`config.mk`:
```
export PLATFORM = sky130hd
export DESIGN_NAME = axil_master_cmd
export DESIGN_NICKNAME = d
export VERILOG_FILES = /design/src/rtl/axil_master_cmd.sv
export SDC_FILE = /design/constraint.sdc
export NUM_CORES = 1
export LEC_CHECK = 0
export BUFFER_PORTS_ARGS = -buffer_cell sky130_fd_sc_hd__buf_2
export CAP_MARGIN = 40
export CORE_MARGIN = 4
export CORE_UTILIZATION = 38
export DETAILED_ROUTE_END_ITERATION = 12
export GPL_ROUTABILITY_DRIVEN = 1
export GPL_TIMING_DRIVEN = 0
export HOLD_SLACK_MARGIN = 0.1
export PLACE_DENSITY = 0.68
export SYNTH_ARGS = -nofsm -noshare
export SYNTH_HDL_FRONTEND = slang
export SYNTH_SLANG_ARGS = --single-unit
```
`constraint.sdc`:
```
create_clock -name clk_i -period 3.2 [get_ports clk_i]
set_input_delay 0.64 -clock clk_i [delete_from_list [all_inputs] [get_ports clk_i]]
set_output_delay 0.64 -clock clk_i [all_outputs]
set_load 0.01 [all_outputs]
```
`src/rtl/axil_master_cmd.sv`:
```
// Command-stream to AXI4-Lite master bridge: one outstanding read or write at a time,
// one response returned per accepted command.
module axil_master_cmd #(
    parameter int          ADDR_WIDTH = 4,
    parameter int          DATA_WIDTH = 32,
    parameter int          STRB_WIDTH = DATA_WIDTH / 8,
    parameter logic [2:0]  PROT       = 3'b000
) (
    input  logic                  clk_i,
    input  logic                  rst_i,

    input  logic                  cmd_valid_i,
    output logic                  cmd_ready_o,
    input  logic                  cmd_write_i,
    input  logic [ADDR_WIDTH-1:0] cmd_addr_i,
    input  logic [DATA_WIDTH-1:0] cmd_wdata_i,
    input  logic [STRB_WIDTH-1:0] cmd_wstrb_i,

    output logic                  rsp_valid_o,
    input  logic                  rsp_ready_i,
    output logic                  rsp_write_o,
    output logic [DATA_WIDTH-1:0] rsp_rdata_o,
    output logic [1:0]            rsp_resp_o,
    output logic                  err_o,

    output logic [ADDR_WIDTH-1:0] axil_awaddr,
    output logic [2:0]            axil_awprot,
    output logic                  axil_awvalid,
    input  logic                  axil_awready,
    output logic [DATA_WIDTH-1:0] axil_wdata,
    output logic [STRB_WIDTH-1:0] axil_wstrb,
    output logic                  axil_wvalid,
    input  logic                  axil_wready,
    input  logic [1:0]            axil_bresp,
    input  logic                  axil_bvalid,
    output logic                  axil_bready,
    output logic [ADDR_WIDTH-1:0] axil_araddr,
    output logic [2:0]            axil_arprot,
    output logic                  axil_arvalid,
    input  logic                  axil_arready,
    input  logic [DATA_WIDTH-1:0] axil_rdata,
    input  logic [1:0]            axil_rresp,
    input  logic                  axil_rvalid,
    output logic                  axil_rready
);

    typedef enum logic [2:0] {
        IDLE,
        WR_REQ,
        WR_RESP,
        RD_REQ,
        RD_RESP,
        RSP
    } state_t;

    state_t                state;
    logic [ADDR_WIDTH-1:0] addr_q;
    logic [DATA_WIDTH-1:0] wdata_q;
    logic [STRB_WIDTH-1:0] wstrb_q;
    logic                  aw_done;
    logic                  w_done;

    logic aw_hs;
    logic w_hs;
    logic aw_now;
    logic w_now;

    assign aw_hs  = axil_awvalid && axil_awready;
    assign w_hs   = axil_wvalid && axil_wready;
    assign aw_now = aw_done || aw_hs;
    assign w_now  = w_done || w_hs;

    // Held off while reset is asserted so nothing can be accepted during reset.
    assign cmd_ready_o = (state == IDLE) && !rst_i;

    assign axil_awaddr = addr_q;
    assign axil_araddr = addr_q;
    assign axil_awprot = PROT;
    assign axil_arprot = PROT;
    assign axil_wdata  = wdata_q;
    assign axil_wstrb  = wstrb_q;

    always_ff @(posedge clk_i or posedge rst_i) begin
        if (rst_i) begin
            state        <= IDLE;
            addr_q       <= '0;
            wdata_q      <= '0;
            wstrb_q      <= '0;
            aw_done      <= 1'b0;
            w_done       <= 1'b0;
            axil_awvalid <= 1'b0;
            axil_wvalid  <= 1'b0;
            axil_bready  <= 1'b0;
            axil_arvalid <= 1'b0;
            axil_rready  <= 1'b0;
            rsp_valid_o  <= 1'b0;
            rsp_write_o  <= 1'b0;
            rsp_rdata_o  <= '0;
            rsp_resp_o   <= 2'b00;
            err_o        <= 1'b0;
        end else begin
            unique case (state)
                IDLE: begin
                    if (cmd_valid_i) begin
                        addr_q  <= cmd_addr_i;
                        wdata_q <= cmd_wdata_i;
                        wstrb_q <= cmd_wstrb_i;
                        if (cmd_write_i) begin
                            axil_awvalid <= 1'b1;
                            axil_wvalid  <= 1'b1;
                            aw_done      <= 1'b0;
                            w_done       <= 1'b0;
                            state        <= WR_REQ;
                        end else begin
                            axil_arvalid <= 1'b1;
                            state        <= RD_REQ;
                        end
                    end
                end
                // AW and W complete independently; leave once both have handshaked.
                WR_REQ: begin
                    if (aw_hs) axil_awvalid <= 1'b0;
                    if (w_hs)  axil_wvalid  <= 1'b0;
                    aw_done <= aw_now;
                    w_done  <= w_now;
                    if (aw_now && w_now) begin
                        axil_bready <= 1'b1;
                        state       <= WR_RESP;
                    end
                end
                WR_RESP: begin
                    if (axil_bvalid) begin
                        axil_bready <= 1'b0;
                        rsp_valid_o <= 1'b1;
                        rsp_write_o <= 1'b1;
                        rsp_rdata_o <= '0;
                        rsp_resp_o  <= axil_bresp;
                        if (axil_bresp != 2'b00) err_o <= 1'b1;
                        state       <= RSP;
                    end
                end
                RD_REQ: begin
                    if (axil_arready) begin
                        axil_arvalid <= 1'b0;
                        axil_rready  <= 1'b1;
                        state        <= RD_RESP;
                    end
                end
                RD_RESP: begin
                    if (axil_rvalid) begin
                        axil_rready <= 1'b0;
                        rsp_valid_o <= 1'b1;
                        rsp_write_o <= 1'b0;
                        rsp_rdata_o <= axil_rdata;
                        rsp_resp_o  <= axil_rresp;
                        if (axil_rresp != 2'b00) err_o <= 1'b1;
                        state       <= RSP;
                    end
                end
                RSP: begin
                    if (rsp_ready_i) begin
                        rsp_valid_o <= 1'b0;
                        state       <= IDLE;
                    end
                end
                default: state <= IDLE;
            endcase
        end
    end

endmodule

```
==> metrics <==
slew margin rel.=64.83%; Cells after Synth=~330; crit start category=flop; die width=106.8 µm; I/O pin count=179; Total Wirelength=9185 µm; P per Cell Area=around 860 mW/mm²; final net count=600; kind of critical path=flop to output port; worst hold path type=input port to async pin; CORE AREA=~0.0094 mm²; die height=106.8 µm; placed instance count=632; antenna violations before repair=0; crit path capture type=output port; Final Max Tran Viols=0; fraction of layout cells with a size suffix above 1=50.48%; final setup fails=0; maximum vdd drop=0.3617 mV; LEAKAGE=~2.5 nW; clk sinks=87; Critical Path AT=1540 ps; most common cell in the netlist=dfrtp_1; Seq/Total Area, Yosys=58.66%; setup bufs post-CTS=0; routability cong.=a little under 0.8; Tmin final=2181 ps; hold buffer count at cts=0; clk buf depth=2; detailed router's first-iteration violation count=129; Post-synth EDFFs=0; required time worst endpoint=2560 ps; post-route insts no fill=648; Worst Tran Pin Value=527.5 ps; Final Cell Area=~0.005 mm²; antenna viol nets, final=0; RSZ-0062 raised after global routing=no; Vias/cell=4.620; Max Fclk=around 460 MHz; post-CTS resize count=0; max-cap viol count=0; CP peak stage delay=370 ps; Int Power=0.002776 W; Clock Latency Late Sink=350 ps; via count=between 2000 and 3000; cell taking the most area after synthesis=dfrtp_1; post-synth cell types=37; total CTS buffers=9; status=finished clean; Synth Area per Inst=11.42 µm²; CP most frequent cell=buf_2; period utilisation layout=68.14%; clk_skew=12.65 ps; CTS clk-pin slew, worst paths=90 ps; ys async rst share=100.0%; H-tree levels=3; Initial Utilization=39.60%; first-pass GRT wire length=14810 µm; main flop type after synthesis=dfrtp_1; flop2flop setup slack=1500 ps; Switching Power=0.001515 W; root buffer cell=clkbuf_8; CP cell instances=buf_2, buf_2, nor4_1, buf_2; vias in the first global route=3096; largest net degree at the start of global routing=48; Synth Warn #=0; Synth top area share=58.66%; final hold vios=0; # fillers=885; CTS tree=built; routed wire length per instance=14.17 µm; n_diodes=0; num rows=35; port buffer count=172; P&R area growth vs syn=34.39%; ranking of synthesized cells by area=dfrtp_1 59%, mux2_2 11%, nand2_1 7.4%; total global routing overflow=0; commonest cells in the netlist=87 x dfrtp_1, 73 x nand2_1, 39 x o21ai_0; Residual DRC=0; register bit total from synthesis=87; post-layout util=53.22%; area post-placement=0.004782 mm²; clock share of power=18.2%; setup TNS=0 ps; Reg power frac=41.1%; Mapped Area=~0.0037 mm²; crit-path max FO=10; combinational power share=40.7%; CP max-delay cell=dfrtp_1; Sw Share=35.31%; die area=0.01141 mm²; hpwl dp=7136 µm; Pre-antenna DRT Iters=6; GRT Util Overall=16.19%
-- layout make-up --
cell class	count	area, µm²	area share, %
sequential	87	2177	43.65
multi-input combinational	207	1304	26.14
timing repair buffer	173	888.4	17.81
buffer	31	230.2	4.616
tap	129	161.4	3.236
clock buffer	10	137.6	2.760
clock inverter	6	67.56	1.355
inverter	5	21.27	0.4265
-- cell families (layout without fill, tap and decap cells) --
kind of cell,Yosys count,count (layout),synth area share [%]
other cells,1,6,0.1010
compound gates,63,63,10.01
flops,87,87,58.66
mux,43,43,13.08
simple gates,95,95,11.43
buf+inv,36,225,6.709
-- worst max-delay path: cells and delay by family (launching register included) --
kind	cells	cell delay [ps]
buffers and inverters	3	560
AND/OR/NAND/NOR	1	280
flip-flops	1	370
-- routing by layer --
layer  GRT usage (%)  wire (µm)
met1           19.45       3738
met3           3.552        513
met2           28.06       4653
met4           6.758        280
met5               0          0
-- per-stage QoR --
stage	power, W	hold WS, ps	worst slack, ps
2_1_floorplan	0.002844	491.9	309.8
3_3_place_gp	0.003495	446.3	-713.7
3_5_place_dp	0.003560	448.5	1353
4_1_cts	0.004357	353.0	990.6
5_1_grt	0.004601	365.6	848.9
6_report	0.004290	345.6	1019
-- power by group through the flow --
stage	Clock, W	Sequential, W	Combinational (W)
global placement	0	0.00176	0.00173
finish	0.000780	0.00176	0.00175
floorplan	0	0.00197	0.000875
CTS	0.000814	0.00176	0.00178
global route	0.000862	0.00183	0.00191
detailed placement	0	0.00179	0.00177
-- layout by cell type, fill, tap and decap left out, types with 2 or more instances in the layout --
| cell type | count |
|---|---|
| clkbuf_1 | 2 |
| conb_1 | 6 |
| buf_2 | 179 |
| mux2_1 | 4 |
| buf_4 | 16 |
| buf_6 | 6 |
| nand3b_1 | 3 |
| inv_6 | 2 |
| a31oi_1 | 4 |
| clkbuf_8 | 10 |
| a22o_1 | 2 |
| nor2_1 | 5 |
| nand2b_1 | 3 |
| inv_1 | 4 |
| clkinvlp_4 | 2 |
| mux2_2 | 36 |
| o21ai_1 | 2 |
| a21oi_1 | 9 |
| nor4_1 | 2 |
| dfrtp_1 | 87 |
| nand2_1 | 73 |
| o21ai_0 | 39 |
| mux2i_1 | 2 |
-- worst paths after layout --
| kind | startpoint | cells after the start | endpoint |
|---|---|---|---|
| max | state[0] | 4 | cmd_ready_o |
| min | rst_i | 2 | axil_bready |
| max reg2reg | state[0] | 5 | axil_wdata[5] |
| min reg2reg | err_o | 1 | err_o |
| max in group asynchronous | rst_i | 3 | axil_wdata[28] |
| min in group clk_i | err_o | 1 | err_o |
-- flip-flops by register name, indices dropped and copies added (netlist names) --
| signal | flops |
|---|---|
| axil_wdata | 32 |
| rsp_rdata_o | 32 |
| axil_araddr | 4 |
| axil_wstrb | 4 |
| state | 3 |
| rsp_resp_o | 2 |
| aw_done | 1 |
| axil_arvalid | 1 |
| axil_awvalid | 1 |
| axil_bready | 1 |
| axil_rready | 1 |
| axil_wvalid | 1 |
| err_o | 1 |
| rsp_valid_o | 1 |
| rsp_write_o | 1 |
| w_done | 1 |
Note: power is estimated with default switching activity, not from simulation.
